File: config.mk
export PLATFORM = sky130hd
export DESIGN_NAME = load_store_unit
export DESIGN_NICKNAME = d
export VERILOG_FILES = /design/src/rtl/load_store_unit.sv
export SDC_FILE = /design/constraint.sdc
export NUM_CORES = 1
export LEC_CHECK = 0
export BUFFER_PORTS_ARGS = -buffer_cell sky130_fd_sc_hd__buf_2
export CAP_MARGIN = 20
export CORE_ASPECT_RATIO = 0.75
export CORE_UTILIZATION = 53
export CTS_CLUSTER_SIZE = 25
export DETAILED_ROUTE_END_ITERATION = 10
export MAX_ROUTING_LAYER = met4
export PLACE_DENSITY = 0.88
export SYNTH_ARGS = -nofsm -noshare
export SYNTH_HDL_FRONTEND = slang
export SYNTH_SLANG_ARGS = --single-unit
File: constraint.sdc
create_clock -name CLK -period 6.95 [get_ports CLK]
set_input_delay 1.0425 -clock CLK [delete_from_list [all_inputs] [get_ports CLK]]
set_output_delay 1.0425 -clock CLK [all_outputs]
set_load 0.02 [all_outputs]
File: src/rtl/load_store_unit.sv
// Load/store sequencer between the execute stage and a single-port, byte-addressable
// data memory: checks, issues one access, extends read data, holds the result until taken.
module load_store_unit #(
   parameter int unsigned MEM_BYTES   = 1024,
   parameter bit          CHECK_ALIGN = 1'b1
) (
   input  logic        CLK,
   input  logic        RST,
   input  logic        REQ_VALID,
   output logic        REQ_READY,
   input  logic        REQ_WE,
   input  logic [2:0]  REQ_FUNCT3,
   input  logic [31:0] REQ_ADDR,
   input  logic [31:0] REQ_WDATA,
   output logic        RSP_VALID,
   input  logic        RSP_READY,
   output logic [31:0] RSP_RDATA,
   output logic        RSP_ERR,
   output logic [31:0] MEM_ADDR,
   output logic        MEM_CS,
   output logic        MEM_R_W,
   output logic [1:0]  MEM_BSEL,
   output logic [31:0] MEM_WDATA,
   input  logic [31:0] MEM_RDATA
);

   typedef enum logic [1:0] {IDLE, ACCESS, RDWAIT, DONE} state_t;

   state_t      state, state_nxt;
   logic        accept;
   logic        we_q;
   logic [2:0]  f3_q;
   logic [1:0]  size_m1;
   logic [1:0]  bsel_d;
   logic [31:0] wdata_d;
   logic        f3_ok, misalign, out_of_range, req_err;
   logic [32:0] last_byte;
   logic [31:0] load_ext;

   assign REQ_READY = (state == IDLE) && !RST;
   assign accept    = REQ_VALID && REQ_READY;
   assign MEM_CS    = (state == ACCESS);
   assign RSP_VALID = (state == DONE);

   always_comb begin
      size_m1  = 2'd0;
      bsel_d   = 2'b00;
      wdata_d  = '0;
      misalign = 1'b0;
      f3_ok    = 1'b0;
      case (REQ_FUNCT3[1:0])
         2'b00: begin
            size_m1 = 2'd0;
            bsel_d  = 2'b00;
            wdata_d = {24'h0, REQ_WDATA[7:0]};
         end
         2'b01: begin
            size_m1  = 2'd1;
            bsel_d   = 2'b01;
            wdata_d  = {16'h0, REQ_WDATA[15:0]};
            misalign = CHECK_ALIGN && REQ_ADDR[0];
         end
         default: begin
            size_m1  = 2'd3;
            bsel_d   = 2'b11;
            wdata_d  = REQ_WDATA;
            misalign = CHECK_ALIGN && (REQ_ADDR[1:0] != 2'b00);
         end
      endcase
      case (REQ_FUNCT3)
         3'b000, 3'b001, 3'b010: f3_ok = 1'b1;
         3'b100, 3'b101:         f3_ok = !REQ_WE;
         default:                f3_ok = 1'b0;
      endcase
      // 33-bit sum so an access near 0xFFFFFFFF cannot wrap back into range
      last_byte    = {1'b0, REQ_ADDR} + {31'h0, size_m1};
      out_of_range = (last_byte >= 33'(MEM_BYTES));
      req_err      = !f3_ok || misalign || out_of_range;
   end

   always_comb begin
      case (f3_q)
         3'b000:  load_ext = {{24{MEM_RDATA[7]}}, MEM_RDATA[7:0]};
         3'b001:  load_ext = {{16{MEM_RDATA[15]}}, MEM_RDATA[15:0]};
         3'b100:  load_ext = {24'h0, MEM_RDATA[7:0]};
         3'b101:  load_ext = {16'h0, MEM_RDATA[15:0]};
         default: load_ext = MEM_RDATA;
      endcase
   end

   always_ff @(posedge CLK or posedge RST) begin
      if (RST) state <= IDLE;
      else     state <= state_nxt;
   end

   always_comb begin
      state_nxt = state;
      case (state)
         IDLE:    if (accept) state_nxt = req_err ? DONE : ACCESS;
         ACCESS:  state_nxt = we_q ? DONE : RDWAIT;
         RDWAIT:  state_nxt = DONE;
         DONE:    if (RSP_READY) state_nxt = IDLE;
         default: state_nxt = IDLE;
      endcase
   end

   // Memory-side outputs only change when a valid access is launched, so they hold otherwise
   always_ff @(posedge CLK or posedge RST) begin
      if (RST) begin
         we_q      <= 1'b0;
         f3_q      <= 3'b000;
         RSP_RDATA <= '0;
         RSP_ERR   <= 1'b0;
         MEM_ADDR  <= '0;
         MEM_R_W   <= 1'b1;
         MEM_BSEL  <= 2'b00;
         MEM_WDATA <= '0;
      end else begin
         case (state)
            IDLE: begin
               if (accept) begin
                  we_q <= REQ_WE;
                  f3_q <= REQ_FUNCT3;
                  if (req_err) begin
                     RSP_ERR   <= 1'b1;
                     RSP_RDATA <= '0;
                  end else begin
                     RSP_ERR  <= 1'b0;
                     MEM_ADDR <= REQ_ADDR;
                     MEM_R_W  <= !REQ_WE;
                     MEM_BSEL <= bsel_d;
                     if (REQ_WE) MEM_WDATA <= wdata_d;
                  end
               end
            end
            ACCESS: begin
               if (we_q) begin
                  RSP_RDATA <= '0;
                  RSP_ERR   <= 1'b0;
               end
            end
            RDWAIT: begin
               RSP_RDATA <= load_ext;
               RSP_ERR   <= 1'b0;
            end
            default: ;
         endcase
      end
   end

endmodule

==> results of run 1 <==
flip-flops by register name (all words and copies together), names as in the netlist:
register and flops:
state 2, f3_q 3, MEM_WDATA 32, RSP_RDATA 32
MEM_BSEL 2, MEM_ADDR 32, RSP_ERR 1, MEM_R_W 1
we_q 1
cell type report:
class	instances	area, µm²	share of cell area, %
clock inverter	5	37.54	0.5654
sequential	106	2654	39.97
tap	128	160.2	2.412
multi-input combinational	297	2281	34.36
timing repair buffer	211	1081	16.28
clock buffer	10	239.0	3.600
inverter	49	186.4	2.808
cells by family (layout without fill, tap and decap cells):
family	Yosys count	in the layout	share of synthesized area, %
muxes	83	83	17.35
adders and majority gates	8	8	2.066
and+or+nand+nor	125	125	13.74
AOI/OAI and AO/OA	74	74	9.179
buffers and inverters	71	275	5.526
DFF	106	106	50.96
xor gates and xnor gates	7	7	1.177
cell usage after synthesis, types with 7 or more instances:
cell	n
o21ai_0	14
mux2i_1	25
nor2b_1	23
nand2_1	35
and2_1	8
ha_1	7
mux2_2	44
nor3_1	11
inv_1	49
nand3_1	9
dfrtp_1	105
a21boi_0	8
nor2_1	7
mux2_1	14
a31oi_1	7
a21oi_1	19
clkbuf_1	13
placed cells by master (no fill, tap or decap), drive strengths merged, types with 4 or more instances in the layout:
cell / n
o31ai: 4
and4: 5
mux2i: 25
nand3: 9
nand4: 5
nand2: 35
nor2: 7
o21ai: 15
a21oi: 19
and2: 8
buf: 211
inv: 51
nor3: 13
nor4: 8
clkbuf: 10
and3: 4
ha: 7
mux2: 58
xnor2: 6
nor2b: 23
a21boi: 8
dfrtp: 105
a31oi: 7
per-layer routing:
layer,share of wire [%],vias to the layer above
met5,0,-
met4,0.89,0
li1,-,2057
met2,49,207
met1,41,2111
met3,8.7,20
power by group:
part           switching, mW  internal, mW
clock network          0.225         0.253
registers             0.0631         0.679
logic                  0.328         0.264
total                  0.615          1.20
path summary, 6_finish.rpt:
check                         startpoint             to  slack [ps]  cells past startpoint
setup / recovery           REQ_FUNCT3[1]   MEM_ADDR[22]        2170                     13
hold / removal              MEM_WDATA[2]   MEM_WDATA[2]         490                      1
min in group asynchronous            RST    MEM_ADDR[8]         780                      2
setup reg to reg                state[0]  RSP_RDATA[26]        4310                      9
hold reg to reg             MEM_WDATA[2]   MEM_WDATA[2]         490                      1
max in group asynchronous            RST   RSP_RDATA[8]        4970                      3
per-stage QoR:
step	std cells	setup WS (ps)
detailed placement	789	1855
global placement	789	1935
global route	806	1932
CTS	804	2214
finish	806	2171
floorplan	474	2366
critical path: stages:
cell and delay [ps]:
buf_2 360, or2_2 300, ha_1 220, fa_1 230, nand3_1 110, nor2_1 410
nand4_1 150, nor4_1 250, mux2_2 390, or3_1 430, nor3_4 640, buf_4 360
nor2b_1 90
==> flow_summary.yaml, run 1 <==
grt:
  busiest_layer: "met2"
  grt_util_met2_pct: 46.48
  use_met1_pct: 32.49
  grt.total_usage_pct: 27.46
  antenna_found_initial: 0
  grt_pass1_wl_um: 21020
  grt-ovfl-total: 0
  grt_pass1_vias: 4375
  grt_max_degree: 64
  met3_usage_pct: 7.612
power:
  powerDensity_mw_per_mm2: 272.9
  leakage_nw: 3.626
  max-vdd-ir-drop_mv: 0.1652
  p_total_mw: 1.812
route:
  wl_per_cell_um: 16.54
  via_count: 4395
  drt_iter0_markers: 325
  first_pass_iters: 5
  viasPerCell: 5.453
  drt-total-wl_um: 13330
  postRouteAntennaNets: 0
  detail_route.drc_violations: 0
logic_synthesis:
  yosys.area.top_type: "dfrtp_1"
  synth-seq-cells: 106
  ys.flop_type: "dfrtp_1"
  synth_edf_count: 0
  syn-cell-area_mm2: 0.005207
  syn_area_per_cell_um2: 10.99
  synth_nets: 586
  synth_area_leaders: "dfrtp_1 50%, mux2_2 9.5%, mux2i_1 4.8%, inv_1 3.5%, mux2_1 3.0%"
  synth_cells: 474
  post-synth-top-area-fraction_pct: 50.46
  synth_cell_type_count: 52
  yosysSeqAreaShare_pct: 50.96
  yosys_warnings: 0
  async_flop_share_pct: 100.0
die:
  core_mm2: 0.009271
  die_area_mm2: 0.01023
  io_pins: 207
  initial_core_util_pct: 56.17
  die_h_um: 87.85
  die_w_um: 116.5
  std_cell_rows: 30
timing:
  timing_hold_violations_final: 0
  skew_ps: 11.44
  period_needed_ps: 4779
  hold_slack_ps: 489.7
  fmax_mhz: 209.2
  maxSlewViolCount: 0
  post-route-period-util_pct: 68.77
  setup_viol: 0
  worst_pin_slew_ps: 840.0
  setup_tns_ps: 0
  relSlewSlack_pct: 44.00
  rsz0062_at_grt: "false"
clock_tree:
  postCtsHoldBufs: 0
  cts_buffers: 9
  cts.path.max_buffers: 2
  clock_latency_ps: 340
  htreeDepth: 3
  path_clk_slew_ps: 70
  clock_sinks: 106
  ctsResizeCount: 0
  cts_tree: "built"
  root_buffer: "clkbuf_16"
  cts_setup_buffers: 0
final_layout:
  area_growth_pct: 27.49
  nNetsFinal: 786
  final_util_pct: 71.61
  num_antenna_cells: 0
  fin_area_mm2: 0.006639
  final_layout_size_suffix_gt1_share_pct: 41.59
  fillCellCount: 689
critical_path:
  cp-end-kind: "flip-flop"
  cp_data_required_time_ps: 7170
  cp_max_fo: 22
  arrival_ps: 5000
  worstSetupStartpointType: "input pin"
  setup.worst_path.class: "in -> reg"
job:
  cap_violations: 0
outcome:
  status: "complete, no violations"
placed_design:
  port_buffers: 206
  dpl-instance-area_mm2: 0.006335
  dp_hpwl_um: 9846
  place_congestion: 0.9686
worst_hold_path:
  min_path_type: "reg -> reg"
(Power assumes the default switching activity.)
==> inputs of run 2 (changes only) <==
--- a/config.mk
+++ b/config.mk
@@ -8,11 +8,11 @@
 export BUFFER_PORTS_ARGS = -buffer_cell sky130_fd_sc_hd__buf_2
 export CAP_MARGIN = 20
 export CORE_ASPECT_RATIO = 0.75
-export CORE_UTILIZATION = 53
+export CORE_UTILIZATION = 44
 export CTS_CLUSTER_SIZE = 25
 export DETAILED_ROUTE_END_ITERATION = 10
 export MAX_ROUTING_LAYER = met4
-export PLACE_DENSITY = 0.88
+export PLACE_DENSITY = 0.78
 export SYNTH_ARGS = -nofsm -noshare
 export SYNTH_HDL_FRONTEND = slang
 export SYNTH_SLANG_ARGS = --single-unit
==> constraint.sdc (replaced) <==
create_clock -name CLK -period 4.3 [get_ports CLK]
set_input_delay 0.645 -clock CLK [delete_from_list [all_inputs] [get_ports CLK]]
set_output_delay 0.645 -clock CLK [all_outputs]
set_load 0.02 [all_outputs]
==> flow_summary.yaml, run 2 (synthesis results as in run 1) <==
outcome:
  status: "complete, no violations"
critical_path:
  arrival_ps: 4060
  rrSetupSlack_ps: 1700
  cp-end-kind: "flip-flop"
  cp_max_fo: 32
  worstSetupStartpointType: "input pin"
  r2r-end: "RSP_RDATA[8]"
  worstReg2RegStart: "state[0]"
  cp_data_required_time_ps: 4520
  setup.worst_path.class: "in -> reg"
  r2r_cells: 9
clock_tree:
  root_buffer: "clkbuf_16"
  htreeDepth: 3
  clock_latency_ps: 330
  path_clk_slew_ps: 80
  cts.path.max_buffers: 2
  cts_buffers: 9
  clock_sinks: 106
  ctsResizeCount: 0
  cts_tree: "built"
  cts_setup_buffers: 0
  postCtsHoldBufs: 0
route:
  detail_route.drc_violations: 0
  postRouteAntennaNets: 0
  drt_iter0_markers: 224
  wl_per_cell_um: 15.69
  drt-total-wl_um: 13280
  first_pass_iters: 5
  viasPerCell: 5.141
  via_count: 4349
grt:
  grt_pass1_wl_um: 20440
  grt_max_degree: 88
  antenna_found_initial: 0
  grt_pass1_vias: 4162
  grt-ovfl-total: 0
  grt.total_usage_pct: 21.95
power:
  p_int_mw: 1.990
  pwr-share-comb_pct: 31.9
  p_total_mw: 2.999
  max-vdd-ir-drop_mv: 0.2482
  leakage_nw: 3.679
  powerDensity_mw_per_mm2: 442.2
  swShare_pct: 33.64
  switchingPower_mw: 1.009
  p_clk_share_pct: 28.3
  p_seq_share_pct: 39.9
timing:
  setup_tns_ps: 0
  setup_viol: 0
  skew_ps: 8.174
  worst_pin_slew_ps: 839.2
  setup_slack_ps: 459.9
  rsz0062_at_grt: "false"
  maxSlewViolCount: 0
  timing_hold_violations_final: 0
  relSlewSlack_pct: 44.05
  post-route-period-util_pct: 89.30
  fmax_mhz: 260.4
  period_needed_ps: 3840
placed_design:
  port_buffers: 206
  place_congestion: 0.9437
  dp_hpwl_um: 9836
  post-place-ws_ps: 185.2
  dp_cells: 828
final_layout:
  nNetsFinal: 791
  final_layout_size_suffix_gt1_share_pct: 42.11
  num_antenna_cells: 0
  largestRegisters: "MEM_ADDR x32, MEM_WDATA x32, RSP_RDATA x32"
  multi_input_area_mm2: 0.002281
  final_common_cell: "buf_2"
  area.sequential_mm2: 0.002654
  final_cell_mix: "206 x buf_2, 105 x dfrtp_1, 48 x inv_1, 44 x mux2_2, 35 x nand2_1"
  area_growth_pct: 30.25
  fillCellCount: 990
  finalNonFillerCells: 846
die:
  std_cell_rows: 34
  die_w_um: 127.6
  die_h_um: 96.22
  initial_core_util_pct: 45.00
  core_mm2: 0.01157
  io_pins: 207
  die_area_mm2: 0.01228
worst_hold_path:
  min_path_type: "in -> async"
job:
  cap_violations: 0
[run 2: per-stage QoR]
stage          hold slack (ps)  area (µm²)  utilization, %
2_1_floorplan            458.5        5207               -
3_3_place_gp             463.3        6440           55.66
6_report                 315.6        6783           58.62
3_5_place_dp             475.2        6440           55.66
4_1_cts                  495.4        6748           58.32
5_1_grt                  343.3        6783           58.62
[run 2: worst max-delay path by stage]
stage,start,to,slack (ps)
after global routing,REQ_FUNCT3[0],MEM_WDATA[15],360
after floorplan,REQ_FUNCT3[1],MEM_ADDR[0],110
after CTS,REQ_FUNCT3[0],MEM_WDATA[15],540
after detailed placement,REQ_FUNCT3[0],MEM_WDATA[15],190
final,REQ_FUNCT3[0],MEM_WDATA[15],460
after global placement,REQ_FUNCT3[0],MEM_WDATA[15],290
[run 2: layout make-up]
class | instances | share of cell area (%)
clock inverter | 7 | 1.217
tap | 162 | 2.988
inverter | 49 | 2.749
sequential | 106 | 39.13
clock buffer | 9 | 3.320
timing repair buffer | 216 | 16.97
multi-input combinational | 297 | 33.63
[run 2: power groups by stage]
stage	Combinational, mW	Clock, mW	Sequential (mW)
global route	1.04	0.915	1.21
floorplan	0.616	0	1.24
global placement	0.920	0	1.21
detailed placement	0.953	0	1.21
CTS	0.953	0.878	1.19
finish	0.955	0.848	1.20
[run 2: routing by layer]
| metal | GRT usage [%] | wire, µm | part of all wire, % | vias to the layer above |
|---|---|---|---|---|
| met3 | 5.670 | 1003 | 7.6 | 8 |
| li1 | - | - | - | 2070 |
| met1 | 27.50 | 5930 | 45 | 2078 |
| met4 | 5.196 | 95 | 0.72 | 0 |
| met2 | 35.93 | 6246 | 47 | 193 |
| met5 | - | 0 | 0 | - |
[run 2: critical path, cell delays in order]
cell and delay [ps]:
buf_2 130, or2_2 290, ha_1 220, fa_1 440, nand3_1 130, nor3_1 90, a311oi_1 310, a31oi_1 70
a2111o_1 370, or3_1 500, nor4_4 230, buf_12 270, mux2_2 360
==> inputs of run 3 (changes only) <==
--- a/config.mk
+++ b/config.mk
@@ -7,8 +7,10 @@
 export LEC_CHECK = 0
 export BUFFER_PORTS_ARGS = -buffer_cell sky130_fd_sc_hd__buf_2
 export CAP_MARGIN = 20
+export CELL_PAD_IN_SITES_DETAIL_PLACEMENT = 0
+export CELL_PAD_IN_SITES_GLOBAL_PLACEMENT = 1
 export CORE_ASPECT_RATIO = 0.75
-export CORE_UTILIZATION = 44
+export CORE_UTILIZATION = 33
 export CTS_CLUSTER_SIZE = 25
 export DETAILED_ROUTE_END_ITERATION = 10
 export MAX_ROUTING_LAYER = met4
==> flow_summary.yaml, run 3 (synthesis results as in run 1) <==
placed_design:
  dp_hpwl_um: 10310
  place_congestion: 0.9228
  port_buffers: 206
timing:
  timing_hold_violations_final: 0
  setup_viol: 0
  worst_pin_slew_ps: 826.9
  hold_slack_ps: 425.6
  period_needed_ps: 3760
  post-route-period-util_pct: 87.43
  maxSlewViolCount: 0
  relSlewSlack_pct: 44.87
  rsz0062_at_grt: "false"
  skew_ps: 10.78
  fmax_mhz: 266.0
  setup_tns_ps: 0
route:
  postRouteAntennaNets: 0
  detail_route.drc_violations: 0
  wl_per_cell_um: 15.36
  via_count: 4358
  viasPerCell: 4.891
  drt-total-wl_um: 13690
  drt_iter0_markers: 140
  first_pass_iters: 4
critical_path:
  crit_chain: "buf_2 -> or2_2 -> ha_1 -> fa_1 -> and3_1 -> nand2_1 -> o21a_1 -> a31oi_1 -> a2111o_1 -> or3_1 -> nor4_4 -> buf_12 -> mux2_1"
  arrival_ps: 3980
  cp-end-kind: "flip-flop"
  cp.buffers_inverters: 2
  worstSetupStartpointType: "input pin"
  cp_max_fo: 32
  setup.worst_path.class: "in -> reg"
  rrSetupSlack_ps: 1720
  cp_data_required_time_ps: 4520
  max_stage_delay_ps: 510
  cp_slowest_cell: "or3_1"
  critPathTopFamily: "simple AND/OR/NAND/NOR gates"
outcome:
  status: "complete, no violations"
final_layout:
  final_util_pct: 44.41
  final_common_cell: "buf_2"
  fillCellCount: 1486
  nNetsFinal: 792
  area_growth_pct: 30.68
  final_cell_mix: "206 x buf_2, 105 x dfrtp_1, 48 x inv_1, 44 x mux2_2, 35 x nand2_1"
  final_layout_size_suffix_gt1_share_pct: 42.19
  largestRegisters: "MEM_ADDR x32, MEM_WDATA x32, RSP_RDATA x32"
power:
  leakage_nw: 3.667
  powerDensity_mw_per_mm2: 434.2
  max-vdd-ir-drop_mv: 0.2161
clock_tree:
  ctsResizeCount: 0
  clock_latency_ps: 340
  root_buffer: "clkbuf_16"
  postCtsHoldBufs: 0
  clock_sinks: 106
  htreeDepth: 3
  cts_tree: "built"
  path_clk_slew_ps: 70
  cts.path.max_buffers: 2
  cts_setup_buffers: 0
  cts_buffers: 9
grt:
  grt_max_degree: 54
  grt_pass1_vias: 4395
  grt.total_usage_pct: 17.64
  grt_pass1_wl_um: 22390
  use_met1_pct: 22.12
  busiest_layer: "met2"
  met3_usage_pct: 4.609
  grt-ovfl-total: 0
  antenna_found_initial: 1
  grt_util_met2_pct: 28.40
die:
  core_mm2: 0.01532
  io_pins: 207
  std_cell_rows: 39
  die_w_um: 147.1
  die_area_mm2: 0.01629
  die_h_um: 110.8
  initial_core_util_pct: 33.99
worst_hold_path:
  min_path_type: "in -> async"
job:
  cap_violations: 0
-- run 3: cell count changes in the layout (fill, tap and decap cells not counted) --
cell	before	now
buf_4	7	9
buf_16	1	0
bufinv_16	1	0
diode_2	0	1
inv_6	1	2
-- run 3: worst paths after layout --
check | end | cells past startpoint | start
setup / recovery | MEM_WDATA[2] | 13 | REQ_FUNCT3[0]
hold / removal | f3_q[0] | 2 | RST
min in group CLK | MEM_WDATA[3] | 1 | MEM_WDATA[3]
setup reg to reg | RSP_RDATA[28] | 9 | state[0]
hold reg to reg | MEM_WDATA[3] | 1 | MEM_WDATA[3]
max in group asynchronous | MEM_ADDR[29] | 3 | RST
-- run 3: routing by layer --
layer,vias up,part of all wire (%)
met4,0,1.1
li1,2062,-
met1,2122,46
met3,14,6.4
met2,160,47
met5,-,0
-- run 3: where the power goes --
part | switching [mW] | internal, mW | leakage, nW
sequential | 0.0984 | 1.10 | 1.37
combinational | 0.529 | 0.429 | 2.16
clock | 0.395 | 0.406 | 0.140
total | 1.02 | 1.93 | 3.67
-- run 3: final cells by class --
cell class | instances | area, µm² | share of cell area (%)
antenna | 1 | 2.502 | 0.03677
clock buffer | 9 | 225.2 | 3.309
clock inverter | 7 | 61.31 | 0.9009
inverter | 49 | 186.4 | 2.739
multi-input combinational | 297 | 2281 | 33.52
sequential | 106 | 2654 | 39.00
tap | 205 | 256.5 | 3.769
timing repair buffer | 217 | 1139 | 16.73
-- run 3: worst register-to-register path, delay by kind of cell (launching register included) --
family	cells	cell delay [ps]
compound gates	1	200
fa+ha+maj	1	270
buf+inv	2	390
mux	1	380
flops	1	410
simple gates	4	830
-- run 3: per-stage QoR --
| stage | area, µm² | power (mW) | instances | setup WS (ps) |
|---|---|---|---|---|
| detailed placement | 6509 | 2.178 | 873 | 192.9 |
| global placement | 6509 | 2.148 | 873 | 251.9 |
| floorplan | 5207 | 1.859 | 474 | 113.5 |
| finish | 6805 | 2.955 | 891 | 540.5 |
| CTS | 6795 | 2.997 | 889 | 562.5 |
| global route | 6805 | 3.129 | 891 | 354.8 |
